`src/rtl/memory_access_stage.sv`:
```
// MEM pipeline stage: drives the data memory over a req/ack handshake, stalls the
// pipeline while an access is outstanding and abandons it after a bounded wait.
module memory_access_stage #(
   parameter int unsigned TIMEOUT_CYCLES = 16,
   parameter logic [31:0] FAULT_DATA     = 32'h0000_0000
) (
   input  logic        clk,
   input  logic        reset,
   input  logic        WB_in,
   input  logic        MEM_Read_in,
   input  logic        MEM_Write_in,
   input  logic        CALL_in,
   input  logic [31:0] npc_in,
   input  logic [31:0] ALU_result_in,
   input  logic [31:0] store_data_in,
   input  logic [4:0]  R_dest_in,
   output logic        dmem_req,
   output logic        dmem_we,
   output logic [31:0] dmem_addr,
   output logic [31:0] dmem_wdata,
   input  logic        dmem_ack,
   input  logic [31:0] dmem_rdata,
   output logic        WB_out,
   output logic        MEM_Read_out,
   output logic        CALL_out,
   output logic [31:0] npc_out,
   output logic [31:0] ALU_result_out,
   output logic [31:0] MEM_Data_out,
   output logic [4:0]  R_dest_out,
   output logic        mem_busy,
   output logic        wb_bubble,
   output logic        mem_fault,
   output logic [31:0] fault_addr
);

   localparam int unsigned CNT_W = 8;
   localparam logic [CNT_W-1:0] TIMEOUT_CNT = CNT_W'(TIMEOUT_CYCLES);

   localparam logic [0:0] S_IDLE = 1'b0;
   localparam logic [0:0] S_WAIT = 1'b1;

   logic [0:0]       r_state;
   logic [CNT_W-1:0] r_wait_cnt;
   logic             r_mem_fault;
   logic [31:0]      r_fault_addr;

   logic [0:0]       w_state_nxt;
   logic [CNT_W-1:0] w_wait_cnt_nxt;
   logic             w_mem_op;
   logic             w_req;
   logic             w_busy;
   logic             w_bubble;
   logic             w_timeout;
   logic [31:0]      w_data;

   assign w_mem_op = MEM_Read_in | MEM_Write_in;

   // Next-state and handshake decode; ack releases the pipeline in the same cycle.
   always_comb begin
      w_state_nxt    = r_state;
      w_wait_cnt_nxt = r_wait_cnt;
      w_req          = 1'b0;
      w_busy         = 1'b0;
      w_bubble       = 1'b0;
      w_timeout      = 1'b0;
      w_data         = 32'h0;
      if (reset) begin
         w_bubble       = 1'b1;
         w_state_nxt    = S_IDLE;
         w_wait_cnt_nxt = '0;
      end else begin
         case (r_state)
            S_IDLE: begin
               if (w_mem_op) begin
                  w_req = 1'b1;
                  if (dmem_ack) begin
                     w_data = MEM_Write_in ? 32'h0 : dmem_rdata;
                  end else begin
                     w_busy         = 1'b1;
                     w_bubble       = 1'b1;
                     w_state_nxt    = S_WAIT;
                     w_wait_cnt_nxt = CNT_W'(1);
                  end
               end
            end
            S_WAIT: begin
               if (dmem_ack) begin
                  w_req          = 1'b1;
                  w_data         = dmem_rdata;
                  w_state_nxt    = S_IDLE;
                  w_wait_cnt_nxt = '0;
               end else if (r_wait_cnt == TIMEOUT_CNT) begin
                  w_timeout      = 1'b1;
                  w_data         = FAULT_DATA;
                  w_state_nxt    = S_IDLE;
                  w_wait_cnt_nxt = '0;
               end else begin
                  w_req          = 1'b1;
                  w_busy         = 1'b1;
                  w_bubble       = 1'b1;
                  w_wait_cnt_nxt = r_wait_cnt + CNT_W'(1);
               end
            end
            default: begin
               w_state_nxt    = S_IDLE;
               w_wait_cnt_nxt = '0;
            end
         endcase
      end
   end

   // State register; the first abandoned address is latched until reset.
   always_ff @(posedge clk) begin
      if (reset) begin
         r_state      <= S_IDLE;
         r_wait_cnt   <= '0;
         r_mem_fault  <= 1'b0;
         r_fault_addr <= 32'h0;
      end else begin
         r_state    <= w_state_nxt;
         r_wait_cnt <= w_wait_cnt_nxt;
         if (w_timeout) begin
            r_mem_fault <= 1'b1;
            if (!r_mem_fault) begin
               r_fault_addr <= ALU_result_in;
            end
         end
      end
   end

   assign dmem_req       = w_req;
   assign dmem_we        = MEM_Write_in;
   assign dmem_addr      = ALU_result_in;
   assign dmem_wdata     = store_data_in;
   assign mem_busy       = w_busy;
   assign wb_bubble      = w_bubble;
   assign MEM_Data_out   = w_data;
   assign WB_out         = WB_in & ~w_timeout;
   assign MEM_Read_out   = MEM_Read_in;
   assign CALL_out       = CALL_in;
   assign npc_out        = npc_in;
   assign ALU_result_out = ALU_result_in;
   assign R_dest_out     = R_dest_in;
   assign mem_fault      = r_mem_fault;
   assign fault_addr     = r_fault_addr;

endmodule

```
`config.mk`:
```
export PLATFORM = sky130hd
export DESIGN_NAME = memory_access_stage
export DESIGN_NICKNAME = d
export VERILOG_FILES = /design/src/rtl/memory_access_stage.sv
export SDC_FILE = /design/constraint.sdc
export NUM_CORES = 1
export LEC_CHECK = 0
export CORE_AREA = 2 2 136 138
export CTS_CLUSTER_DIAMETER = 30
export DETAILED_ROUTE_END_ITERATION = 6
export DIE_AREA = 0 0 138 140
export GPL_TIMING_DRIVEN = 0
export MAX_ROUTING_LAYER = met4
export SYNTH_ARGS = -nofsm -noshare
export SYNTH_HDL_FRONTEND = slang
export SYNTH_SLANG_ARGS = --single-unit
```
`constraint.sdc`:
```
create_clock -name clk -period 2.03 [get_ports clk]
set_input_delay 0.3045 -clock clk [delete_from_list [all_inputs] [get_ports clk]]
set_output_delay 0.3045 -clock clk [all_outputs]
set_load 0.05 [all_outputs]
```
==> impl_metrics.ini, run 1 <==
[outcome]
status = finished with violations
violations = setup timing

[timing]
worst_slack_ps = -38.3
final-setup-viol-count = 2
period_share_pct = 102
drv_slew = 0
final_hold_viol_count = 0
max_slew_margin_pct = 60.8
finalCriticalPeriod_ps = 2070
finalSetupTns_ps = -52.7
rsz0062_at_grt = yes
fmax_mhz = 483
worst_pin_slew_ps = 586
clock-skew-final_ps = 4.71

[power_and_ir_drop]
power_density_mw_per_mm2 = 465
p_clk_share_pct = 25.9
p_leak_uw = 0.00304
ir_drop_mv = 0.267
power_frac_seq_pct = 27.9
p_comb_share_pct = 46.2
intPower_uw = 1860
p_total_uw = 2990
switchingPower_uw = 1130
swShare_pct = 37.9

[worst_setup_path]
reg2reg_slack_ps = 50
crit_path_start_kind = flip-flop
cp.required_ps = 1730
crit_type = flip-flop to primary output
end_kind = primary output
crit_fanout = 5
cp.arrival_ps = 1760
r2r_start = r_wait_cnt[1]
crit_path_start = r_wait_cnt[0]
r2r.worst_path.cells = 15
critPathCapture = wb_bubble
rr_endpoint = r_wait_cnt[1]

[drt]
wl_per_cell_um = 13.5
first_pass_iters = 4
dr_wl_met2_um = 5840
wl_met3_um = 776
highest_layer = met4
route.detailed.drc = 0
via_per_inst = 3.65
met1_length_um = 5460
wl_um = 12300
first_iter_violations = 98
ant_nets = 0
vias = 3311

[die]
io_pins = 345
rows = 49
start_util_pct = 17.2
die_height_um = 140
fp.coreArea_mm2 = 0.0178
die_x_um = 138
die-area_mm2 = 0.0193

[synthesis]
ys.flop_type = dfxtp_1
synth_top_area_cell = buf_4
ys_ff_latch = 42
yosysSeqAreaShare_pct = 27.5
yosys_warnings = 0
syn_area_mm2 = 0.00305
synth_edf_count = 0
synth_most_common_cell = buf_4
syn_area_per_cell_um2 = 8.00
syn_nets = 524
synth.distinct_cells = 38
netlist_instances = 382
synth_area_leaders = buf_4, dfxtp_1, nand3b_1
async_flop_share_pct = 0
synth_top_area_share_pct = 33.7
synth.top_cells.by_count = buf_4, dfxtp_1, inv_1

[layout]
layout.cells.non_filler = 907
multi_input_area_mm2 = 0.00105
layout.nets = 820
diodes = 0
regArea_um2 = 845
syn_to_final_growth_pct = 110
fillers = 1868
drive_gt1_share_pct = 33.6
final_util_pct = 36.1

[job]
cap_violations = 0

[clock_tree]
cts_max_level = 2
cts_buffer_depth = 2
hold_buffers = 0
clk_pin_slew_ps = 60
clock_sinks = 42
cts_buffers = 5
cts_tree = built
clockRootBuffer = clkbuf_16
worstSkewPairLatency_ps = 280

[placed_design]
dp_cells = 884
numPortBuffers = 273
gp_congestion = 0.788
hpwlAfterDp_um = 9870

[global_route]
grt_pass1_wl_um = 18000
grt_pass1_vias = 3195
grtUsageTotal_pct = 12.0
grt_antenna_before_repair = 0
grt_max_degree = 12
overflow = 0

[min_path]
hold_path_class = flip-flop to flip-flop
[layout make-up]
type,count,area share [%]
Tap cell,229,4.46
Multi-Input combinational cell,151,16.4
Sequential cell,42,13.2
Inverter,37,2.16
Buffer,152,17.6
Timing Repair Buffer,289,44.2
Clock buffer,7,2.07
[metal layers]
metal / global-route usage, % / vias to the layer above
met5: - / -
met4: 2.52 / 0
met3: 3.11 / 13
met2: 18.6 / 157
met1: 15.8 / 1461
li1: - / 1680
[placed cells by master (no fill, tap or decap), drive strengths merged, types with 16 or more instances in the layout]
| master | instances |
|---|---|
| dlymetal6s2s | 18 |
| o21ai | 35 |
| nand3b | 32 |
| dlygate4sd2 | 46 |
| clkdlybuf4s50 | 173 |
| buf | 195 |
| inv | 37 |
| dfxtp | 42 |
| and2 | 33 |
| clkbuf | 16 |
[cells by family after synthesis]
| family | after synthesis | share of synthesized area, % |
|---|---|---|
| fa+ha+maj | 2 | 0.819 |
| xor+xnor | 1 | 0.287 |
| compound gates | 53 | 10.2 |
| simple gates | 95 | 20.4 |
| buf+inv | 189 | 40.7 |
| flops | 42 | 27.5 |
[worst max-delay path: stages (launching register included)]
cell and delay (ps):
dfxtp_2 320, inv_2 60, ha_4 130, nor4bb_4 210, and2_1 180, buf_6 130, a2bb2oi_4 190, nand2b_1 100
buf_6 160
[registers in the layout, indices dropped and copies added (netlist names)]
name,flops
fault_addr,32
mem_fault,1
r_state,1
r_wait_cnt,8
[power groups by stage]
stage	logic [µW]	clock network [µW]	registers, µW
2_1_floorplan	893	0	852
3_3_place_gp	1380	0	852
3_5_place_dp	1380	0	852
4_1_cts	1370	811	833
5_1_grt	1440	844	834
6_report	1380	774	834
[worst min path at each step]
| stage | depth (start not counted) | slack, ps | from | to |
|---|---|---|---|---|
| after CTS | 3 | 480 | reset | r_wait_cnt[6] |
| after global routing | 2 | 510 | fault_addr[30] | fault_addr[30] |
| after floorplan | 1 | 440 | r_wait_cnt[7] | r_wait_cnt[7] |
| final | 2 | 480 | fault_addr[27] | fault_addr[27] |
| after global placement | 1 | 450 | r_wait_cnt[7] | r_wait_cnt[7] |
| after detailed placement | 1 | 460 | r_wait_cnt[7] | r_wait_cnt[7] |
[through the flow]
stage	hold WS [ps]	setup slack, ps	instance area, µm²
after floorplan	436	-30.0	3060
after global placement	452	-1180	6080
after detailed placement	458	-1170	6080
after CTS	481	-53.3	6270
after global routing	506	-128	6420
final	479	-38.3	6420
[what timing repair did]
action | CTS | global route
resized for setup | 277 | 64
buffers inserted | 16 | 0
cloned | 0 | 0
setup endpoints to repair | 81 | 57
pin swaps | 3 | 2
No activity file was read; power rests on OpenSTA's default activity.
==> run 2: changes to the inputs <==
--- a/config.mk
+++ b/config.mk
@@ -11,6 +11,7 @@
 export DIE_AREA = 0 0 138 140
 export GPL_TIMING_DRIVEN = 0
 export MAX_ROUTING_LAYER = met4
+export REMOVE_ABC_BUFFERS = 1
 export SYNTH_ARGS = -nofsm -noshare
 export SYNTH_HDL_FRONTEND = slang
 export SYNTH_SLANG_ARGS = --single-unit
==> run 2 against run 1 <==
Net effect: the flow now finishes without violations; largest cell class unchanged; setup slack better by 91 ps; sequential cell count unchanged; critical path depth down 6; final area down 30%; sequential power up 0.7%; worst hold slack worse by 0.69 ps; critical path type is now input port to primary output; routed wire length up 26%; die area unchanged; clock skew about the same; power down 20%.
==> impl_metrics.ini, run 2 (same netlist as run 1, synthesis figures left out) <==
[timing]
worst_pin_slew_ps = 574
final-setup-viol-count = 0
finalSetupTns_ps = 0
hold_slack_ps = 478
max_slew_margin_pct = 61.6
finalCriticalPeriod_ps = 1980
final_hold_viol_count = 0
fmax_mhz = 506
period_share_pct = 97.4
clock-skew-final_ps = 4.54
drv_slew = 0

[worst_setup_path]
crit_fanout = 3
path_common_cell = clkdlybuf4s50_1
cpPeakStageDelay_ps = 830
cp.arrival_ps = 1670
end_kind = primary output
path_delay_family = buffers and inverters
crit_slowest_cell = clkdlybuf4s50_1
cp.required_ps = 1730
cp_cell_sequence = clkdlybuf4s50_1, clkdlybuf4s50_1
critPathBufInv = 2
crit_type = input port to primary output
crit_path_start_kind = input port

[global_route]
grt_max_degree = 65
overflow = 0
grt_antenna_before_repair = 0
grt_pass1_vias = 2342
grtUsageTotal_pct = 14.8
grt_pass1_wl_um = 19700

[die]
io_pins = 345
die_x_um = 138
fp.coreArea_mm2 = 0.0178
die-area_mm2 = 0.0193
rows = 49
die_height_um = 140
start_util_pct = 17.2

[layout]
layout.nets = 595
diodes = 0
most-common-layout-cells = clkdlybuf4s50_1, dfxtp_1, inv_1, and2_1, nand3b_1
final_util_pct = 25.4
largest_register_ffs = 32
syn_to_final_growth_pct = 47.6
drive_gt1_share_pct = 16.1
mostFrequentLayoutCell = clkdlybuf4s50_1

[clock_tree]
cts_buffers = 5
clockRootBuffer = clkbuf_16
cts_max_level = 2
clock_sinks = 42
cts_tree = built
hold_buffers = 0
clk_pin_slew_ps = 60
worstSkewPairLatency_ps = 280
cts_buffer_depth = 2

[job]
cap_violations = 0

[min_path]
hold_path_class = flip-flop to flip-flop

[placed_design]
hpwlAfterDp_um = 12600
gp_congestion = 0.806
numPortBuffers = 204

[power_and_ir_drop]
p_leak_uw = 0.00181
power_frac_seq_pct = 35.2
ir_drop_mv = 0.315
swShare_pct = 33.2
p_comb_share_pct = 32.5
power_density_mw_per_mm2 = 529
p_clk_share_pct = 32.3
switchingPower_uw = 793
intPower_uw = 1590

[drt]
via_per_inst = 3.76
first_pass_iters = 4
first_iter_violations = 71
dr_wl_met2_um = 6390
wl_um = 15500
highest_layer = met4
wl_met3_um = 4930
vias = 2564
ant_nets = 0
route.detailed.drc = 0
wl_per_cell_um = 22.7
met1_length_um = 4000

[outcome]
status = complete, no violations
-- run 2: cell types whose count changed in the layout (fill, tap and decap cells not counted), sizes merged --
cell and change:
clkdlybuf4s50 -9, dlygate4sd2 -44, nand3 +1, clkbuf -2, dlymetal6s2s -17, buf -154
-- run 2: layout make-up --
class / count / area, µm²
fillers: 1985 / 13300
inverters: 37 / 141
repair buffers: 215 / 2030
well taps: 229 / 287
flip-flops and latches: 42 / 851
clock buffers: 7 / 133
multi-input cells: 152 / 1070
-- run 2: metal layers --
metal / vias up / GRT usage [%]
met4: 0 / 1.93
met2: 225 / 20.2
li1: 1229 / -
met5: - / -
met1: 1103 / 10.6
met3: 7 / 23.1
-- run 2: metrics by stage --
step	power [µW]	cells	area, µm²	worst slack (ps)
final	2390	682	4510	52.9
after CTS	2400	676	4370	-21.6
after floorplan	1010	230	1950	-503
after detailed placement	1610	664	4290	-2000
after global routing	2490	682	4510	-20.2
after global placement	1610	663	4280	-3360
-- run 2: final timing paths --
path              slack (ps)            endpoint  depth (start not counted)               from
hold / removal           480      fault_addr[25]                          2     fault_addr[25]
hold reg to reg          480      fault_addr[25]                          2     fault_addr[25]
setup / recovery          50  ALU_result_out[23]                          2  ALU_result_in[23]
setup reg to reg         260      fault_addr[12]                          4          mem_fault
-- run 2: repair_timing --
item	in CTS	in global routing
cloned	1	1
gates resized for setup	224	25
buffers inserted	4	5
pin swaps	2	3
endpoints found under the setup margin	73	68
-- run 2: power by group through the flow --
stage | logic (µW) | clock network [µW] | registers (µW)
2_1_floorplan | 154 | 0 | 854
3_5_place_dp | 756 | 0 | 856
4_1_cts | 755 | 811 | 838
3_3_place_gp | 754 | 0 | 856
6_report | 775 | 771 | 840
5_1_grt | 808 | 838 | 841
